<file path="config.mk">
export PLATFORM = sky130hd
export DESIGN_NAME = serial_adder
export DESIGN_NICKNAME = d
export VERILOG_FILES = /design/src/rtl/serial_adder.sv
export SDC_FILE = /design/constraint.sdc
export NUM_CORES = 1
export LEC_CHECK = 0
export ABC_AREA = 1
export BUFFER_PORTS_ARGS = -buffer_cell sky130_fd_sc_hd__buf_2
export CAP_MARGIN = 20
export CORE_ASPECT_RATIO = 1.25
export CORE_MARGIN = 4
export CORE_UTILIZATION = 40
export CTS_CLUSTER_DIAMETER = 40
export DETAILED_ROUTE_END_ITERATION = 10
export HOLD_SLACK_MARGIN = 0.15
export PLACE_DENSITY_LB_ADDON = 0.05
export SYNTH_ARGS = -nofsm -noshare
export SYNTH_HDL_FRONTEND = slang
export SYNTH_SLANG_ARGS = --single-unit
</file>
<file path="constraint.sdc">
create_clock -name clk_i -period 3.81 [get_ports clk_i]
set_clock_uncertainty 0.2 [all_clocks]
set_input_delay 0.5715 -clock clk_i [delete_from_list [all_inputs] [get_ports clk_i]]
set_output_delay 0.5715 -clock clk_i [all_outputs]
set_load 0.03 [all_outputs]
</file>
<file path="src/rtl/serial_adder.sv">
`timescale 1ns/1ps
// ---------------------------------------------------------------------------
// serial_adder
//
// Multi-cycle adder/subtractor. Operands are latched on an accepted start
// and the result is resolved LSB-first, BITS_PER_CYCLE bits per clock,
// through a small full-adder chain fed by a registered carry. After
// N = WIDTH / BITS_PER_CYCLE compute edges the sum, carry-out and signed
// overflow are published together with a one-cycle done pulse.
//
// Ports:
//   clk_i    rising-edge clock
//   rst_i    synchronous, active-high reset
//   start_i  operation request, accepted only while idle
//   sub_i    0: a + b + c_in, 1: a - b (c_in ignored)
//   a_i      operand A
//   b_i      operand B
//   c_in_i   carry-in for addition
//   busy_o   operation in progress
//   done_o   one-cycle pulse, results valid
//   sum_o    result modulo 2^WIDTH
//   c_out_o  carry out of the MSB (1 = no borrow for subtraction)
//   ovf_o    signed overflow
// ---------------------------------------------------------------------------
module serial_adder #(
  parameter int WIDTH          = 4,
  parameter int BITS_PER_CYCLE = 1
) (
  input  logic             clk_i,
  input  logic             rst_i,
  input  logic             start_i,
  input  logic             sub_i,
  input  logic [WIDTH-1:0] a_i,
  input  logic [WIDTH-1:0] b_i,
  input  logic             c_in_i,
  output logic             busy_o,
  output logic             done_o,
  output logic [WIDTH-1:0] sum_o,
  output logic             c_out_o,
  output logic             ovf_o
);

  localparam int N     = WIDTH / BITS_PER_CYCLE;
  localparam int CNT_W = (N > 1) ? $clog2(N) : 1;
  localparam logic [CNT_W-1:0] LAST_STEP = CNT_W'(N - 1);

  // Refuse to build a configuration whose width is not a whole number of
  // compute steps.
  if (WIDTH < 1 || (WIDTH % BITS_PER_CYCLE) != 0) begin : gInvalidConfig
    $error("serial_adder: WIDTH must be >= 1 and a multiple of BITS_PER_CYCLE");
  end

  typedef enum logic {
    IDLE = 1'b0,
    RUN  = 1'b1
  } state_t;

  state_t                      state_q, state_d;
  logic [WIDTH-1:0]            aSh_q, aSh_d;
  logic [WIDTH-1:0]            bSh_q, bSh_d;
  logic                        carry_q, carry_d;
  logic [CNT_W-1:0]            cnt_q, cnt_d;
  logic [WIDTH-1:0]            res_q, res_d;
  logic [WIDTH-1:0]            sum_q, sum_d;
  logic                        cOut_q, cOut_d;
  logic                        ovf_q, ovf_d;
  logic                        done_q, done_d;

  logic [BITS_PER_CYCLE:0]     chainC;
  logic [BITS_PER_CYCLE-1:0]   stepSum;
  logic [WIDTH-1:0]            stepWide;
  logic [WIDTH-1:0]            resNext;

  // Full-adder chain over the low slice of the operand shift registers.
  // chainC[BITS_PER_CYCLE-1] is the carry into the top bit of the slice,
  // which on the final step is the carry into the MSB of the word.
  // The new slice enters the result register from the MSB side so that
  // after N steps the first slice computed sits at the bottom.
  always_comb begin
    chainC    = '0;
    stepSum   = '0;
    chainC[0] = carry_q;
    for (int i = 0; i < BITS_PER_CYCLE; i++) begin
      stepSum[i]  = aSh_q[i] ^ bSh_q[i] ^ chainC[i];
      chainC[i+1] = (aSh_q[i] & bSh_q[i]) | (chainC[i] & (aSh_q[i] ^ bSh_q[i]));
    end
    stepWide                   = '0;
    stepWide[BITS_PER_CYCLE-1:0] = stepSum;
    resNext = (res_q >> BITS_PER_CYCLE) | (stepWide << (WIDTH - BITS_PER_CYCLE));
  end

  // Next-state logic. Output registers only change on the last compute
  // step, so a partial result is never visible on sum_o.
  always_comb begin
    state_d = state_q;
    aSh_d   = aSh_q;
    bSh_d   = bSh_q;
    carry_d = carry_q;
    cnt_d   = cnt_q;
    res_d   = res_q;
    sum_d   = sum_q;
    cOut_d  = cOut_q;
    ovf_d   = ovf_q;
    done_d  = 1'b0;

    case (state_q)
      IDLE: begin
        if (start_i) begin
          // Subtraction is a + ~b + 1: invert B and force the carry in.
          aSh_d   = a_i;
          bSh_d   = sub_i ? ~b_i : b_i;
          carry_d = sub_i ? 1'b1 : c_in_i;
          cnt_d   = '0;
          res_d   = '0;
          state_d = RUN;
        end
      end
      RUN: begin
        aSh_d   = aSh_q >> BITS_PER_CYCLE;
        bSh_d   = bSh_q >> BITS_PER_CYCLE;
        carry_d = chainC[BITS_PER_CYCLE];
        cnt_d   = cnt_q + CNT_W'(1);
        res_d   = resNext;
        if (cnt_q == LAST_STEP) begin
          sum_d   = resNext;
          cOut_d  = chainC[BITS_PER_CYCLE];
          ovf_d   = chainC[BITS_PER_CYCLE] ^ chainC[BITS_PER_CYCLE-1];
          done_d  = 1'b1;
          state_d = IDLE;
        end
      end
      default: state_d = IDLE;
    endcase
  end

  // State and datapath registers; reset aborts any running operation.
  always_ff @(posedge clk_i) begin
    if (rst_i) begin
      state_q <= IDLE;
      aSh_q   <= '0;
      bSh_q   <= '0;
      carry_q <= 1'b0;
      cnt_q   <= '0;
      res_q   <= '0;
      sum_q   <= '0;
      cOut_q  <= 1'b0;
      ovf_q   <= 1'b0;
      done_q  <= 1'b0;
    end else begin
      state_q <= state_d;
      aSh_q   <= aSh_d;
      bSh_q   <= bSh_d;
      carry_q <= carry_d;
      cnt_q   <= cnt_d;
      res_q   <= res_d;
      sum_q   <= sum_d;
      cOut_q  <= cOut_d;
      ovf_q   <= ovf_d;
      done_q  <= done_d;
    end
  end

  assign busy_o  = (state_q == RUN);
  assign done_o  = done_q;
  assign sum_o   = sum_q;
  assign c_out_o = cOut_q;
  assign ovf_o   = ovf_q;

endmodule

</file>
==> impl_metrics.env, run 1 <==
export IMPL_seq_area_frac_synth_pct=44.90
export IMPL_nets=167
export IMPL_p_leak_nw=0.5774
export IMPL_clk_latency_ns=0.31
export IMPL_critical_path_top_delay_family="flip-flops"
export IMPL_cts_buffers=3
export IMPL_first_global_vias=744
export IMPL_slew_headroom_pct=56.99
export IMPL_antenna_found_initial=0
export IMPL_wl_per_cell_um=9.768
export IMPL_wl_um=1768
export IMPL_crit_slowest_cell="dfxtp_1"
export IMPL_synth_seq_cells=22
export IMPL_power_density_mw_per_mm2=359.2
export IMPL_grt_max_degree=18
export IMPL_path_clk_slew_ns=0.11
export IMPL_cts_tree="yes"
export IMPL_core_sq_mm=0.002258
export IMPL_cts_resized=0
export IMPL_first_pass_iters=4
export IMPL_fmax_mhz=468.5
export IMPL_io_buffers=20
export IMPL_finalCriticalPeriod_ns=2.135
export IMPL_startpoint_type="flip-flop"
export IMPL_crit_required_ns=3.04
export IMPL_drtIter0Drc=11
export IMPL_drc=0
export IMPL_cp_end_kind="output pin"
export IMPL_grt_pass1_wl_um=3125
export IMPL_vias_per_cell=4.492
export IMPL_holdBufCountCts=0
export IMPL_pin_count=21
export IMPL_peakVddDrop_mv=0.1636
export IMPL_netlist_instances=132
export IMPL_layout_common_cells="48 x nand2_1, 22 x dfxtp_1, 20 x buf_2, 16 x inv_1, 14 x nand3_1"
export IMPL_hold_violations=0
export IMPL_fp_row_count=19
export IMPL_h_tree_depth=1
export IMPL_path_max_fanout=17
export IMPL_fin_tns_setup_ns=0
export IMPL_area_growth_pct=12.50
export IMPL_drv_cap=0
export IMPL_vias=813
export IMPL_status="finished clean"
export IMPL_tightest_slew_ns=0.6442
export IMPL_worstSetupPathType="reg2out"
export IMPL_diodes=0
export IMPL_cts_sinks=22
export IMPL_min_path_type="reg2reg"
export IMPL_cp_arrival_ns=1.36
export IMPL_avgSynthCellArea_sq_um=7.431
export IMPL_grtUsageTotal_pct=12.22
export IMPL_syn_cell_area_sq_um=980.9
export IMPL_post_cts_setup_buffer_count=0
export IMPL_drive_above_1_share_pct=21.33
export IMPL_placed_area_sq_mm=0.001081
export IMPL_ys_types=18
export IMPL_final_common_cell="nand2_1"
export IMPL_slowest_delay_ns=0.75
export IMPL_crit_chain="buf_2"
export IMPL_dp_hpwl_um=1353
export IMPL_min_period_over_period_pct=56.03
export IMPL_final_area_sq_mm=0.001104
export IMPL_yosys_warnings=0
export IMPL_clock_path_buffers=2
export IMPL_gp_congestion=0.7116
export IMPL_dieArea_sq_mm=0.003314
export IMPL_start_util_pct=43.43
export IMPL_synthesis_nets=147
export IMPL_rsz0062_at_grt="false"
export IMPL_setup_viol=0
export IMPL_root_buffer="clkbuf_4"
export IMPL_die_width_um=52.30
export IMPL_final_max_slew_violation_count=0
export IMPL_postRouteAntennaNets=0
export IMPL_die_height_um=63.37
export IMPL_crit_buf_inv=1
export IMPL_grt_overflow=0
==> path summary, 6_finish.rpt <==
path	start	to	slack (ns)	depth (start not counted)
hold reg to reg	res_q[1]$_SDFFE_PP0P_	sum_o[0]$_SDFFE_PP0P_	0.25	2
setup reg to reg	busy_o$_SDFF_PP0_	ovf_o$_SDFFE_PP0P_	2.21	3
hold / removal	res_q[1]$_SDFFE_PP0P_	sum_o[0]$_SDFFE_PP0P_	0.25	2
setup / recovery	busy_o$_SDFF_PP0_	busy_o	1.68	1
==> Yosys cell counts <==
master,count,share of area [%]
buf_1,1,0.38
xnor2_1,1,0.89
o21ai_0,1,0.51
nor2_4,2,2.3
nand3_1,14,7.1
inv_1,16,6.1
a21oi_1,10,5.1
nand2_2,2,1.3
a21oi_2,5,4.5
ha_1,1,1.3
nor2_1,3,1.1
dfxtp_1,22,45
buf_6,2,2.3
buf_2,1,0.51
nand2_1,48,18
o21ai_1,1,0.51
buf_4,1,0.77
fa_1,1,2.0
==> per-layer routing <==
| layer | wire (um) | GRT usage, % | part of all wire (%) |
|---|---|---|---|
| met4 | 41 | 6.709 | 2.3 |
| met5 | 0 | 0 | 0 |
| met1 | 832 | 15.20 | 47 |
| met2 | 787 | 19.25 | 45 |
| met3 | 106 | 2.358 | 6.0 |
==> layout make-up <==
cell class                 count  area, sq um
clock buffer                   3        22.52
fill                         241         1155
inverter                      16        60.06
multi-input combinational     89        441.7
sequential                    22        440.4
tap                           31        38.79
timing repair buffer          20        100.1
==> through the flow <==
step	setup WS (ns)	hold WS (ns)	cells	power, W	utilization (%)
after global placement	2.005	0.2344	178	0.0002973	47.87
after global routing	1.588	0.2885	181	0.0004148	48.86
after CTS	1.648	0.2577	181	0.0003988	48.86
final	1.675	0.2541	181	0.0003963	48.86
after detailed placement	1.988	0.2360	178	0.0002982	47.87
after floorplan	2.448	0.2191	132	0.0002869	-
==> flip-flops by register name (all words and copies together) (netlist names) <==
signal   count
c_out_o      1
res_q        3
cnt_q        2
bSh_q        4
done_o       1
aSh_q        4
busy_o       1
ovf_o        1
sum_o        4
carry_q      1
==> logic make-up (layout without fill, tap and decap cells) <==
group / after synthesis / in the layout / share of synthesized area (%)
flops: 22 / 22 / 44.90
fa+ha+maj: 2 / 2 / 3.316
simple gates: 69 / 69 / 30.23
buf+inv: 21 / 39 / 10.08
xor+xnor: 1 / 1 / 0.8930
compound gates: 17 / 17 / 10.59
==> power breakdown <==
group          internal (W)  switching [W]
Combinational     0.0000181      0.0000264
Clock             0.0000369      0.0000672
Sequential         0.000238     0.00000938
(Power assumes the default switching activity.)
==> inputs of run 2 (changes only) <==
==> constraint.sdc (replaced) <==
create_clock -name clk_i -period 2 [get_ports clk_i]
set_clock_uncertainty 0.2 [all_clocks]
set_input_delay 0.3 -clock clk_i [delete_from_list [all_inputs] [get_ports clk_i]]
set_output_delay 0.3 -clock clk_i [all_outputs]
set_load 0.03 [all_outputs]
==> impl_metrics.env, run 2 (synthesis gave the netlist of run 1 again) <==
export IMPL_status="finished clean"
export IMPL_p_int_w=0.0006208
export IMPL_worstHoldStart="sub_i"
export IMPL_holdPathEnd="bSh_q[0]$_SDFFE_PP0P_"
export IMPL_reg2reg_from="bSh_q[0]$_SDFFE_PP0P_"
export IMPL_start_util_pct=43.43
export IMPL_finalCriticalPeriod_ns=1.908
export IMPL_drive_above_1_share_pct=24.10
export IMPL_rrSetupSlack_ns=0.09
export IMPL_h_tree_depth=1
export IMPL_cts_buffers=3
export IMPL_die_width_um=52.30
export IMPL_p_comb_share_pct=13.7
export IMPL_cp_end_kind="flip-flop"
export IMPL_clock_path_buffers=2
export IMPL_setup_viol=0
export IMPL_fin_tns_setup_ns=0
export IMPL_drtIter0Drc=23
export IMPL_die_height_um=63.37
export IMPL_final_area_sq_mm=0.001272
export IMPL_drc=0
export IMPL_r2r_end="carry_q$_SDFFE_PP0P_"
export IMPL_min_path_type="in2reg"
export IMPL_crit_required_ns=2.01
export IMPL_dp_hpwl_um=1399
export IMPL_p_sw_share_pct=25.19
export IMPL_seq_power_share_pct=56.7
export IMPL_gp_congestion=0.7415
export IMPL_tightest_slew_ns=0.4158
export IMPL_layout_common_cells="48 x nand2_1, 20 x buf_2, 19 x dfxtp_1, 16 x inv_1, 14 x nand3_1"
export IMPL_final_common_cell="nand2_1"
export IMPL_pin_count=21
export IMPL_wl_per_cell_um=10.42
export IMPL_core_sq_mm=0.002258
export IMPL_cp_arrival_ns=1.91
export IMPL_power_switching_w=0.0002091
export IMPL_path_max_fanout=2
export IMPL_antenna_found_initial=0
export IMPL_drv_cap=0
export IMPL_grt_pass1_wl_um=3691
export IMPL_hold_violations=0
export IMPL_rsz0062_at_grt="false"
export IMPL_io_buffers=20
export IMPL_min_period_over_period_pct=95.39
export IMPL_postRouteAntennaNets=0
export IMPL_peakVddDrop_mv=0.3816
export IMPL_grt_overflow=0
export IMPL_slew_headroom_pct=72.22
export IMPL_vias_per_cell=4.497
export IMPL_clockPowerShare_pct=29.6
export IMPL_power_density_mw_per_mm2=652.2
export IMPL_cts_tree="yes"
export IMPL_cts_sinks=22
export IMPL_fp_row_count=19
export IMPL_nets=182
export IMPL_area_growth_pct=29.72
export IMPL_dieArea_sq_mm=0.003314
export IMPL_root_buffer="clkbuf_4"
export IMPL_first_global_vias=908
export IMPL_first_pass_iters=4
export IMPL_diodes=0
export IMPL_placed_area_sq_mm=0.001089
export IMPL_final_max_slew_violation_count=0
export IMPL_worstSetupPathType="reg2reg"
export IMPL_startpoint_type="flip-flop"
export IMPL_fmax_mhz=524.2
export IMPL_grtUsageTotal_pct=14.17
export IMPL_vias=886
export IMPL_reg2reg_depth=6
export IMPL_min_path_cells=5
export IMPL_path_clk_slew_ns=0.12
export IMPL_clk_latency_ns=0.31
export IMPL_wl_um=2052
export IMPL_p_leak_nw=0.6518
export IMPL_grt_max_degree=16
## run 2: cell types whose count changed in the layout (fill, tap and decap cells not counted), moves of 2 or more
cell           change
dlygate4sd3_1     +13
buf_4              +2
dfxtp_1            -3
dfxtp_2            +3
## run 2: timing repair
item	CTS	global route
buffers inserted	0	1
gates resized for setup	0	5
endpoints found under the setup margin	0	1
hold endpoints to repair	14	0
hold buffers	13	0
## run 2: area by class of cell
class | count | area, sq um
Sequential cell | 22 | 444.2
Inverter | 16 | 60.06
Multi-Input combinational cell | 89 | 447.9
Tap cell | 31 | 38.79
Clock buffer | 4 | 36.28
Fill cell | 219 | 985.9
Timing Repair Buffer | 35 | 245.2
## run 2: worst max-delay path: stages (launching register included)
cell,delay (ns)
dfxtp_2,0.35
fa_2,0.39
nand2_1,0.07
inv_1,0.05
a21oi_2,0.11
a21oi_1,0.08
dlygate4sd3_1,0.55
## run 2: how the worst max path moves through the flow
stage,start,to,slack [ns],cells after the start
2_1_floorplan,aSh_q[0]$_SDFFE_PP0P_,carry_q$_SDFFE_PP0P_,0.64,5
3_3_place_gp,busy_o$_SDFF_PP0_,sum_o[0]$_SDFFE_PP0P_,0.55,5
3_5_place_dp,busy_o$_SDFF_PP0_,sum_o[2]$_SDFFE_PP0P_,0.53,5
4_1_cts,aSh_q[0]$_SDFFE_PP0P_,carry_q$_SDFFE_PP0P_,0.03,6
5_1_grt,busy_o$_SDFF_PP0_,carry_q$_SDFFE_PP0P_,0.03,4
6_report,bSh_q[0]$_SDFFE_PP0P_,carry_q$_SDFFE_PP0P_,0.09,6
## run 2: routing by layer
layer  vias up  GRT usage, %  routed length, um  part of all wire [%]
li1        477             -                  -                     -
met1       386         16.84                923                    45
met2        19         24.53               1015                    49
met3         4         2.123                 74                   3.6
met4         0         5.751                 38                   1.9
met5         -             0                  0                     0
## run 2: stage by stage
stage               utilization (%)  setup slack (ns)  hold WS, ns  total power (W)  std cells
floorplan                         -            0.6377       0.1624        0.0005466        132
global placement              48.20            0.5509       0.2529        0.0005703        179
detailed placement            48.20            0.5327       0.2434        0.0005711        179
CTS                           55.57           0.02518       0.1643        0.0008310        196
global route                  56.34           0.02965       0.1855        0.0008756        197
finish                        56.34           0.09215       0.1683        0.0008299        197
## run 2: power groups by stage
stage / clock network [W] / registers [W] / logic [W]
floorplan: 0 / 0.000476 / 0.0000704
global placement: 0 / 0.000479 / 0.0000910
detailed placement: 0 / 0.000480 / 0.0000915
CTS: 0.000250 / 0.000470 / 0.000111
global route: 0.000272 / 0.000474 / 0.000129
finish: 0.000246 / 0.000471 / 0.000114
==> inputs of run 3 (changes only) <==
--- a/config.mk
+++ b/config.mk
@@ -15,6 +15,7 @@
 export DETAILED_ROUTE_END_ITERATION = 10
 export HOLD_SLACK_MARGIN = 0.15
 export PLACE_DENSITY_LB_ADDON = 0.05
+export RECOVER_POWER = 100
 export SYNTH_ARGS = -nofsm -noshare
 export SYNTH_HDL_FRONTEND = slang
 export SYNTH_SLANG_ARGS = --single-unit
==> impl_metrics.env, run 3 (synthesis gave the netlist of run 1 again) <==
export IMPL_antenna_found_initial=0
export IMPL_core_sq_mm=0.002258
export IMPL_finalCriticalPeriod_ns=1.913
export IMPL_grt_pass1_wl_um=3691
export IMPL_cp_startpoint="bSh_q[0]$_SDFFE_PP0P_"
export IMPL_p_int_w=0.0006195
export IMPL_first_global_vias=908
export IMPL_grt_overflow=0
export IMPL_startpoint_type="flip-flop"
export IMPL_cp_end_kind="flip-flop"
export IMPL_path_max_fanout=2
export IMPL_min_period_over_period_pct=95.66
export IMPL_dp_hpwl_um=1399
export IMPL_die_width_um=52.30
export IMPL_grtUsageTotal_pct=14.17
export IMPL_cts_sinks=22
export IMPL_cts_buffers=3
export IMPL_p_comb_share_pct=13.5
export IMPL_grt_max_degree=16
export IMPL_drv_cap=0
export IMPL_start_util_pct=43.43
export IMPL_final_max_slew_violation_count=0
export IMPL_cts_tree="yes"
export IMPL_reg2reg_from="bSh_q[0]$_SDFFE_PP0P_"
export IMPL_peakVddDrop_mv=0.3812
export IMPL_root_buffer="clkbuf_4"
export IMPL_tightest_slew_ns=0.3887
export IMPL_clockPowerShare_pct=29.7
export IMPL_vias_per_cell=4.523
export IMPL_fp_row_count=19
export IMPL_status="finished clean"
export IMPL_io_buffers=20
export IMPL_h_tree_depth=1
export IMPL_vias=891
export IMPL_diodes=0
export IMPL_drive_above_1_share_pct=16.87
export IMPL_fin_tns_setup_ns=0
export IMPL_path_clk_slew_ns=0.12
export IMPL_slew_headroom_pct=74.02
export IMPL_postRouteAntennaNets=0
export IMPL_power_density_mw_per_mm2=661.1
export IMPL_power_switching_w=0.0002077
export IMPL_cp_arrival_ns=1.92
export IMPL_dieArea_sq_mm=0.003314
export IMPL_crit_required_ns=2.01
export IMPL_setup_ws_ns=0.08674
export IMPL_nets=182
export IMPL_pin_count=21
export IMPL_worstSetupPathType="reg2reg"
export IMPL_p_sw_share_pct=25.11
export IMPL_rsz0062_at_grt="false"
export IMPL_clock_path_buffers=2
export IMPL_area_growth_pct=27.55
export IMPL_seq_power_share_pct=56.9
export IMPL_worstHoldStart="start_i"
export IMPL_layout_common_cells="49 x nand2_1, 20 x dfxtp_1, 16 x inv_1, 14 x nand3_1, 13 x dlygate4sd3_1"
export IMPL_clk_latency_ns=0.31
export IMPL_drc=0
export IMPL_power_total_w=0.0008272
export IMPL_die_height_um=63.37
export IMPL_post_place_ws_ns=0.5327
export IMPL_min_path_type="in2reg"
export IMPL_drtIter0Drc=23
export IMPL_first_pass_iters=4
export IMPL_fmax_mhz=522.7
export IMPL_gp_congestion=0.7415
export IMPL_wl_um=2076
export IMPL_hold_violations=0
export IMPL_wl_per_cell_um=10.54
export IMPL_setup_viol=0
export IMPL_final_common_cell="nand2_1"
export IMPL_p_leak_nw=0.6157
==> run 3: cell types whose count changed in the layout (fill, tap and decap cells not counted), sizes merged <==
cell    before  now
clkbuf       4   12
buf         22   14
==> run 3: routing by layer <==
layer	GRT usage [%]	vias up	wire [um]
met5	0	-	0
met4	5.751	0	38
met3	2.123	4	82
met2	24.53	22	1020
met1	16.84	388	933
li1	-	477	-
==> run 3: final cells by class <==
type,count,area (sq um)
clock buffers,4,36.28
fillers,230,1007
inverters,16,60.06
multi-input cells,89,437.9
flip-flops and latches,22,442.9
well taps,31,38.79
repair buffers,35,235.2
==> run 3: stage by stage <==
step | std cells | instance area, sq um | util [%] | hold WS [ns]
2_1_floorplan | 132 | 980.9 | - | 0.1624
3_3_place_gp | 179 | 1089 | 48.20 | 0.2529
3_5_place_dp | 179 | 1089 | 48.20 | 0.2434
4_1_cts | 196 | 1255 | 55.57 | 0.1643
5_1_grt | 197 | 1251 | 55.40 | 0.1855
6_report | 197 | 1251 | 55.40 | 0.1653
==> run 3: critical path, cell delays in order (launching register included) <==
cell and delay [ns]:
dfxtp_1 0.35, fa_2 0.40, nand2_1 0.07, inv_1 0.05
a21oi_2 0.11, a21oi_1 0.08, dlygate4sd3_1 0.55
==> run 3: worst paths after layout <==
check / slack, ns / to / cells after the start
worst max-delay path: 0.09 / carry_q$_SDFFE_PP0P_ / 6
worst min register to register: 0.26 / sum_o[0]$_SDFFE_PP0P_ / 2
worst max register to register: 0.09 / carry_q$_SDFFE_PP0P_ / 6
worst min-delay path: 0.17 / busy_o$_SDFF_PP0_ / 3
==> run 3: power by group through the flow <==
stage | Sequential (W) | Combinational, W | Clock (W)
6_report | 0.000470 | 0.000111 | 0.000246
5_1_grt | 0.000474 | 0.000127 | 0.000272
4_1_cts | 0.000470 | 0.000111 | 0.000250
3_5_place_dp | 0.000480 | 0.0000915 | 0
3_3_place_gp | 0.000479 | 0.0000910 | 0
2_1_floorplan | 0.000476 | 0.0000704 | 0
==> run 3: repair_timing <==
item | in CTS | in global routing
setup endpoints to repair | 0 | 1
resized for setup | 0 | 5
setup buffers | 0 | 1
hold buffers | 13 | 0
hold endpoints to repair | 14 | 0
